--- src/rtl/bsg_manycore_pkt_encode_tx.sv ---
`default_nettype none
// ============================================================================
//  Module      : bsg_manycore_pkt_encode_tx
//  Description : Client-side manycore packet transmitter. It turns local
//                store / freeze / unfreeze / lock requests into manycore
//                packets, buffers them in a 2-entry FIFO toward the router
//                over a valid/ready link, and tracks outstanding-request
//                credits. Freeze/unfreeze are fenced: they are only accepted
//                once the FIFO is empty and every credit has come back.
//
//  Packet layout (MSB .. LSB):
//      { addr, op[1:0], op_ex[mask], data, src_y, src_x, y_cord, x_cord }
//
//  Ports:
//      clk_i, reset_i            clock, synchronous active-high reset
//      my_x_i / my_y_i           own coordinates (packet source)
//      req_*                     request channel (valid/ready)
//      v_o / data_o / ready_i    packet link toward the router
//      credit_return_i           one outstanding packet completed
//      credits_o                 credits currently available
//      fence_busy_o              a config request is waiting for drain
//      credit_error_o            sticky: credit returned beyond maximum
//
//  Revision    : 1.0  initial release
// ============================================================================
module bsg_manycore_pkt_encode_tx #(
    parameter int x_cord_width_p    = 4,
    parameter int y_cord_width_p    = 4,
    parameter int data_width_p      = 32,
    parameter int addr_width_p      = 16,
    parameter int max_out_credits_p = 16,
    localparam int MASK_W           = data_width_p >> 3,
    localparam int CREDIT_W         = $clog2(max_out_credits_p + 1),
    localparam int packet_width_lp  = addr_width_p + 2 + MASK_W + data_width_p
                                      + 2 * x_cord_width_p + 2 * y_cord_width_p
) (
    input  logic                       clk_i,
    input  logic                       reset_i,
    input  logic [x_cord_width_p-1:0]  my_x_i,
    input  logic [y_cord_width_p-1:0]  my_y_i,
    input  logic                       req_v_i,
    input  logic [1:0]                 req_type_i,
    input  logic [addr_width_p-1:0]    req_addr_i,
    input  logic [data_width_p-1:0]    req_data_i,
    input  logic [MASK_W-1:0]          req_mask_i,
    input  logic [x_cord_width_p-1:0]  req_x_cord_i,
    input  logic [y_cord_width_p-1:0]  req_y_cord_i,
    output logic                       req_ready_o,
    output logic                       v_o,
    output logic [packet_width_lp-1:0] data_o,
    input  logic                       ready_i,
    input  logic                       credit_return_i,
    output logic [CREDIT_W-1:0]        credits_o,
    output logic                       fence_busy_o,
    output logic                       credit_error_o
);

    localparam logic [1:0] c_TYPE_STORE    = 2'd0;
    localparam logic [1:0] c_TYPE_FREEZE   = 2'd1;
    localparam logic [1:0] c_TYPE_UNFREEZE = 2'd2;
    localparam logic [1:0] c_TYPE_LOCK     = 2'd3;

    localparam logic [1:0] c_OP_STORE  = 2'd1;
    localparam logic [1:0] c_OP_CONFIG = 2'd2;
    localparam logic [1:0] c_OP_LOCK   = 2'd3;

    localparam logic [CREDIT_W-1:0] c_MAX_CREDITS = CREDIT_W'(max_out_credits_p);

    typedef enum logic [0:0] {
        S_IDLE  = 1'b0,
        S_DRAIN = 1'b1
    } state_t;

    state_t                      r_state;
    state_t                      w_state_nxt;

    logic [packet_width_lp-1:0]  r_mem [2];
    logic                        r_wptr;
    logic                        r_rptr;
    logic [1:0]                  r_count;
    logic [CREDIT_W-1:0]         r_credits;
    logic                        r_credit_error;

    logic                        w_empty;
    logic                        w_full;
    logic                        w_quiet;
    logic                        w_is_cfg;
    logic                        w_zero_store;
    logic                        w_ready;
    logic                        w_accept;
    logic                        w_push;
    logic                        w_deq;
    logic [1:0]                  w_op;
    logic [MASK_W-1:0]           w_op_ex;
    logic [addr_width_p-1:0]     w_addr;
    logic [data_width_p-1:0]     w_data;
    logic [packet_width_lp-1:0]  w_pkt;

    assign w_empty      = (r_count == 2'd0);
    assign w_full       = (r_count == 2'd2);
    // Quiescent: nothing buffered and nothing outstanding in the network.
    assign w_quiet      = w_empty && (r_credits == c_MAX_CREDITS);
    assign w_is_cfg     = (req_type_i == c_TYPE_FREEZE) || (req_type_i == c_TYPE_UNFREEZE);
    assign w_zero_store = (req_type_i == c_TYPE_STORE) && (req_mask_i == '0);

    // ------------------------------------------------------------------
    // Fence FSM
    // ------------------------------------------------------------------
    always_ff @(posedge clk_i) begin
        if (reset_i) begin
            r_state <= S_IDLE;
        end else begin
            r_state <= w_state_nxt;
        end
    end

    always_comb begin
        w_state_nxt  = r_state;
        w_ready      = 1'b0;
        fence_busy_o = 1'b0;
        case (r_state)
            S_IDLE: begin
                if (w_is_cfg) begin
                    w_ready = w_quiet;
                    if (req_v_i && !w_quiet) begin
                        w_state_nxt = S_DRAIN;
                    end
                end else begin
                    w_ready = !w_full && (r_credits != '0);
                end
            end
            S_DRAIN: begin
                fence_busy_o = 1'b1;
                if (w_quiet) begin
                    w_state_nxt = S_IDLE;
                end
            end
            default: begin
                w_state_nxt = S_IDLE;
            end
        endcase
    end

    // Ready is forced low while reset is held so no request slips in.
    assign req_ready_o = w_ready && !reset_i;
    assign w_accept    = req_v_i && req_ready_o;
    // Zero-mask stores are consumed without producing a packet.
    assign w_push      = w_accept && !w_zero_store;
    assign w_deq       = v_o && ready_i;

    // ------------------------------------------------------------------
    // Packet encoding
    // ------------------------------------------------------------------
    always_comb begin
        w_op    = c_OP_STORE;
        w_op_ex = '0;
        w_addr  = req_addr_i;
        w_data  = req_data_i;
        case (req_type_i)
            c_TYPE_STORE: begin
                w_op    = c_OP_STORE;
                w_op_ex = req_mask_i;
            end
            c_TYPE_FREEZE: begin
                w_op   = c_OP_CONFIG;
                w_addr = '0;
                w_data = data_width_p'(1);
            end
            c_TYPE_UNFREEZE: begin
                w_op   = c_OP_CONFIG;
                w_addr = '0;
                w_data = '0;
            end
            c_TYPE_LOCK: begin
                w_op = c_OP_LOCK;
            end
            default: begin
                w_op = c_OP_STORE;
            end
        endcase
    end

    assign w_pkt = {w_addr, w_op, w_op_ex, w_data, my_y_i, my_x_i,
                    req_y_cord_i, req_x_cord_i};

    // ------------------------------------------------------------------
    // 2-entry output FIFO
    // ------------------------------------------------------------------
    always_ff @(posedge clk_i) begin
        if (w_push) begin
            r_mem[r_wptr] <= w_pkt;
        end
    end

    always_ff @(posedge clk_i) begin
        if (reset_i) begin
            r_wptr  <= 1'b0;
            r_rptr  <= 1'b0;
            r_count <= 2'd0;
        end else begin
            if (w_push) begin
                r_wptr <= ~r_wptr;
            end
            if (w_deq) begin
                r_rptr <= ~r_rptr;
            end
            case ({w_push, w_deq})
                2'b10:   r_count <= r_count + 2'd1;
                2'b01:   r_count <= r_count - 2'd1;
                default: r_count <= r_count;
            endcase
        end
    end

    assign v_o    = !w_empty && !reset_i;
    assign data_o = r_mem[r_rptr];

    // ------------------------------------------------------------------
    // Credit counter
    // ------------------------------------------------------------------
    always_ff @(posedge clk_i) begin
        if (reset_i) begin
            r_credits      <= c_MAX_CREDITS;
            r_credit_error <= 1'b0;
        end else begin
            case ({w_push, credit_return_i})
                2'b10: r_credits <= r_credits - CREDIT_W'(1);
                2'b01: begin
                    if (r_credits == c_MAX_CREDITS) begin
                        r_credit_error <= 1'b1;
                    end else begin
                        r_credits <= r_credits + CREDIT_W'(1);
                    end
                end
                default: r_credits <= r_credits;
            endcase
        end
    end

    assign credits_o      = r_credits;
    assign credit_error_o = r_credit_error;

endmodule
`default_nettype wire

--- config.mk ---
export PLATFORM = sky130hd
export DESIGN_NAME = bsg_manycore_pkt_encode_tx
export DESIGN_NICKNAME = d
export VERILOG_FILES = /design/src/rtl/bsg_manycore_pkt_encode_tx.sv
export SDC_FILE = /design/constraint.sdc
export NUM_CORES = 1
export LEC_CHECK = 0
export ABC_AREA = 1
export CAP_MARGIN = 0
export CORE_AREA = 2 2 121 123
export CTS_BUF_LIST = sky130_fd_sc_hd__clkbuf_16
export DETAILED_ROUTE_END_ITERATION = 10
export DIE_AREA = 0 0 123 125
export HOLD_SLACK_MARGIN = 0.06
export PLACE_DENSITY = 0.86
export SLEW_MARGIN = 20
export SYNTH_ARGS = -nofsm -noshare
export SYNTH_HDL_FRONTEND = slang
export SYNTH_SLANG_ARGS = --single-unit
--- constraint.sdc ---
create_clock -name clk_i -period 4.8 [get_ports clk_i]
set_clock_uncertainty 0.05 [all_clocks]
set_input_delay 0.96 -clock clk_i [delete_from_list [all_inputs] [get_ports clk_i]]
set_output_delay 0.96 -clock clk_i [all_outputs]
set_load 0.02 [all_outputs]
# == Word level (Yosys, flattened, before mapping) ==
# Memories as Yosys holds them, arrays and structs flattened. A register that Yosys moved wholly into a read port is not among the register bits.
# Index checks and enable logic that the tools add are counted.
# classes
add_sub_neg,4
eq_ne,10
muxes,18
n_bitwise,3
n_reduce_logical,24
# op_table
op,n
one-hot mux 32 bit (2 select lines),1
two-way mux 16 bit,1
"equality test 2 bit, second input constant",5
two-way mux 1 bit,10
one-hot mux 5 bit (2 select lines),1
logical AND 1 bit,9
"equality test 2 x 1 -> 1 bit, second input constant",3
one-hot mux 2 bit (3 select lines),1
"adder 5 x 1 -> 5 bit, second input constant",1
"equality test 5 bit, second input constant",1
logical NOT 1 bit,5
two-way mux 5 bit,1
nonzero test 5 bit,1
"subtractor 5 x 1 -> 5 bit, second input constant",1
logical NOT 2 bit,2
logical NOT 4 bit,1
two-way mux 4 bit,1
one-hot mux 2 bit (2 select lines),1
AND reduction 2 bit,2
nonzero test 2 bit,2
inverter 1 bit,3
"adder 2 x 1 -> 2 bit, second input constant",1
"inequality test 2 bit, second input constant",1
one-hot mux 1 bit (2 select lines),1
3 further kinds,3
# totals
ff_bits,11
ramBits,140
inputBits,75
output_inout_bits,79
wordCells,66
memories,1
# memory_table
name,words,width,rd,rd_clocked_by_memory_dff,wr,line,rtl
r_mem,2,70,1,1,1,77,logic [packet_width_lp-1:0] r_mem [2];

# == Longest topological paths before layout ==
# depth
depth_word,11
mapped_depth,16

# == Worst setup path after synthesis ==
# OpenSTA, ideal clock, no wires.
# synth_path
path_kind,input to register
start,input port req_type_i[1]
end,"memory r_mem[0][0] (netlist bit), enable pin"
arrival_ns,4.669
slack_ns,-0.417
stages,7
path_cell_list,inv_1 ha_1 buf_4 inv_1 nand2_1 nand4_4 nor2_1
# synth_between
elab_chain_cells,9
word_cells_on_any_way,13
classes_between,eq/ne: 2; mux: 4; reduce/logical: 7
# synth_lines
element,line,rtl
start: declaration,42,"input logic [1:0] req_type_i,"
equality test 2 x 1 -> 1 bit or equality test 2 bit (tied branches),103,assign w_is_cfg = (req_type_i == c_TYPE_FREEZE) || (req_type_i == c_TYPE_UNFREEZE);
logical OR 1 bit,103,
two-way mux 1 bit,123,if (w_is_cfg) begin
two-way mux 1 bit,121,case (r_state)
logical AND 1 bit,145,assign req_ready_o = w_ready && !reset_i;
logical AND 1 bit,146,assign w_accept = req_v_i && req_ready_o;
logical AND 1 bit (*),148,assign w_push = w_accept && !w_zero_store;
two-way mux 1 bit (*),190,if (w_push) begin
two-way mux 1 bit (not written as such) (*),191,r_mem[r_wptr] <= w_pkt;
end: declaration,77,
# Every way passes the cells marked *; elsewhere a longest branch is shown, timed or not.

# == Worst setup path in the final report ==
# layout_path
start,input port req_type_i[0]
end,output port req_ready_o
# layout_between
elab_chain_cells,5
word_cells_on_any_way,6
classes_between,eq/ne: 2; mux: 2; reduce/logical: 2
# layout_lines
element,line,rtl
equality test 2 x 1 -> 1 bit or equality test 2 bit (tied branches),103,
logical OR 1 bit (*),103,
two-way mux 1 bit (*),123,
two-way mux 1 bit (*),121,
logical AND 1 bit (*),145,
end: declaration,48,"output logic req_ready_o,"
# Marks and branches as above.

==> run summary <==
The number of hold buffers added after CTS is 0. The maximum VDD drop came out at 0.257 mV. Setup total negative slack on the finished layout was measured at 0 ps. The detailed router finished its first iteration with 219 violations. After detailed routing, the number of remaining DRC violations is 0. Max-cap violations in this run came to 0.

The setup-violating endpoint count in the final report came out at 0. The mean instance size in the synthesized netlist came out at 14.3 um^2. The run finished with clean final reports.

The dominant combinational cell family by area after synthesis is multiplexers. On the critical path, the stage with the largest delay is an instance of clkdlybuf4s50_1. The buffer type at the clock tree root is clkbuf_16. Net switching is 27.8% of the power. The actual transition at the worst max-transition pin is 982 ps. Of all cell types, the one taking the most synthesized area is edfxtp_1. The die covers 15400 um^2. The horizontal die dimension is 123 um. The worst setup path is launched from a primary input. The residual overflow from global routing came out at 0.

The max-slew violation count is 0. Traced cell by cell, the critical path runs through clkdlybuf4s50_1 -> inv_1 -> ha_2 -> buf_4 -> nand2_2 -> nand2_1 -> inv_1 -> clkdlybuf4s50_1. The critical path starts at req_type_i[0]. The combinational share of power is 25.0%. The number of clock buffers inserted by TritonCTS came out at 17. The number of antenna violations at the first check in global routing was 0.

The number of gates resized after CTS was 0. The repair_antennas step left the layout with diodes totalling 0. After detailed routing, the total wire length is 12.4 mm. The starting density of the core came out at 43.9%. The post-synthesis sequential area ratio came out at 71.3%.

The share of layout cells above drive strength 1 is 18.9%. The area of all placed cells without fillers came out at 8580 um^2. The floorplan core area is 14200 um^2. Port buffering added 153 buffers. The gate family responsible for the most delay along the worst path is buffers and inverters. The worst setup path is captured at an output port. The timing-limited maximum frequency is 0.249 GHz. At the end of routability-driven placement, the weighted congestion stood at 0.787.

The time the worst path needs with I/O delays and setup came out at 4020 ps. For this run, global-route usage on met2 was measured as 28.2%. The worst path uses 83.8% of the clock period. The flip-flop and latch count after synthesis came out at 152. The leakage power summed over all cells came out at 3.26 nW.

In this run the most used layer during global routing was met2. The maximum fanout along the worst path is 31. The layout filler cell count came out at 1086. The count of nets left with antenna violations once routing finished came out at 0. The length of the first detailed-routing pass in iterations came out at 5.

Counting distinct cell types in the post-synthesis netlist gives 29. The count of mapped cells out of synthesis is 437. For met1 alone, demand over resource in global routing was 19.0%. The netlist area before placement came out at 6230 um^2. The number of hold violations in the final report came out at 0. The wire length of the first global-routing pass is 19.3 mm.

The delay of the slowest critical-path stage is 530 ps. The number of nets in the synthesized netlist is 520. The via count of the first global-routing pass is 4048. The layout overhead on the synthesized area is 37.7%.

Data arrives at the worst endpoint at 3010 ps. The synthesized-area fraction occupied by adder cells is 1.73%. The area fraction of the dominant cell type after synthesis came out at 67.5%. Setup repair after global routing left no endpoint under its margin. The pin count of the biggest net entering global routing came out at 71. The tightest min-delay check is of the register to register type. The clock latency on the worst-skew pair came out at 420 ps. The number of warning messages in the yosys log came out at 0. The clock transition at the registers of the reported paths is 60 ps. The net switching power figure is 0.00111 W.

The number of placement rows came out at 44. The detailed placer's ending HPWL came out at 8.38 mm. TritonCTS built the clock tree. The power density of the placed cells is 467 nW/um^2. Measured against its own limit, the worst slew margin works out to 34.5%. In this run the count of I/O pins placed on the die edge is 154. After detailed routing, the number of vias per cell comes to 4.86. Once layout is complete, the utilization of the core stands at 60.4%. The buffers plus inverters on the worst setup path came out at 5. The critical path required time came out at 3790 ps. The compound-cell area share of the yosys netlist came out at 1.33%. Buffers added to address setup during post-CTS repair amount to 0. The deepest clock path buffer count is 2. The xor/xnor cell area share of the yosys netlist came out at 0.422%. Global routing used 16.5% of the available tracks across all layers.

The placed standard-cell area came out at 8000 um^2. The routed wirelength normalized by instance count is 15.5 um. The launch point of the worst reg-to-reg path is credits_o[2]. The cell internal power dissipation is 0.00290 W.

The maximum level of the CTS H-tree is 4. For this design, the sink count on the clock tree is 152. The number of vias after detailed routing came out at 3877. The area share of and/or/nand/nor cells after synthesis is 7.31%. The startpoint identified for the worst hold timing path is credit_error_o.

The sequential share of power is 42.3%. Global routing used 4.33% of the available met3 tracks. The clock network accounts for 32.7% of the total power. The critical path class is primary input to output port.

The final net count is 684. The height of the die came out at 125 um. The multiplexer fraction of the synthesized cell area is 12.6%. By area the synthesized netlist is led by edfxtp_1 (67%), mux2_2 (13%), inv_1 (4.2%).
## state kept, by name, summed over array words and instances, names as in the netlist, named ones only
| name | flops |
|---|---|
| r_state | 1 |
| r_rptr | 1 |
| r_count | 2 |
| r_wptr | 1 |
| credit_error_o | 1 |
| credits_o | 5 |
| r_mem | 140 |
## cell families (layout without fill, tap and decap cells)
family / after synthesis / in the layout
buf+inv: 84 / 261
mux: 70 / 70
simple gates: 106 / 106
xor+xnor: 3 / 3
fa+ha+maj: 8 / 8
flops: 152 / 152
compound gates: 14 / 14
## layer usage
| metal | up-vias | share of wire [%] |
|---|---|---|
| li1 | 1834 | - |
| met1 | 1867 | 41 |
| met2 | 148 | 51 |
| met3 | 28 | 5.8 |
| met4 | 0 | 2.6 |
| met5 | - | 0 |
## synthesized netlist by cell type
library cell,instances
edfxtp_1,140
mux2_2,70
inv_1,69
nor2_1,65
nand2_1,23
dfxtp_1,12
nand3_1,8
buf_2,7
ha_1,7
a21oi_1,6
clkbuf_1,6
o21ai_0,4
nand4_1,3
xor2_1,2
a21boi_2,1
a21o_1,1
a31oi_1,1
and3_1,1
buf_4,1
fa_1,1
inv_2,1
nand2_2,1
nand2_4,1
nand3_2,1
nand4_4,1
nor2_2,1
nor3_1,1
o21a_1,1
xnor2_1,1
## power groups by stage
stage	Clock (W)	Combinational, W	Sequential (W)
finish	0.00131	0.00100	0.00170
detailed placement	0	0.00101	0.00172
CTS	0.00134	0.00101	0.00170
floorplan	0	0.000563	0.00173
global placement	0	0.000970	0.00172
global route	0.00139	0.00109	0.00171
## path summary, 6_finish.rpt
check	end	slack, ps	cells after the start
hold reg to reg	credit_error_o	420	1
setup / recovery	req_ready_o	780	8
hold / removal	credit_error_o	420	1
setup reg to reg	credits_o[4]	2180	14
## cell usage in the layout (no fill, tap or decap), types with 2 or more instances in the layout
cell type / netlist / final
bufinv_16: 0 / 3
dfxtp_1: 12 / 11
clkinvlp_4: 0 / 2
ha_1: 7 / 6
clkinv_4: 0 / 3
nand3_1: 8 / 8
o21ai_0: 4 / 4
xor2_1: 2 / 2
clkinv_2: 0 / 4
nand4_1: 3 / 3
inv_1: 69 / 71
clkdlybuf4s50_1: 0 / 153
mux2_2: 70 / 70
nor2_4: 0 / 2
buf_4: 1 / 6
edfxtp_1: 140 / 140
nor2_1: 65 / 63
clkbuf_16: 0 / 17
nand2_1: 23 / 23
a21oi_1: 6 / 6
## metrics by stage
stage          cells  hold WS, ps  total power [W]  worst slack [ps]
6_report         798          418          0.00401               778
5_1_grt          798          457          0.00419               667
4_1_cts          798          430          0.00405               755
3_5_place_dp     766          416          0.00273               731
3_3_place_gp     766          407          0.00269               816
2_1_floorplan    437          409          0.00229              -417
## area by class of cell
cell class | count | area, um^2 | area share (%)
clock inverters | 15 | 163 | 1.90
inverters | 70 | 263 | 3.06
multi-input cells | 201 | 1480 | 17.2
flip-flops and latches | 152 | 4450 | 51.8
repair buffers | 159 | 1580 | 18.4
well taps | 184 | 230 | 2.68
clock buffers | 17 | 425 | 4.96
Power figures use the tool's default switching activity.
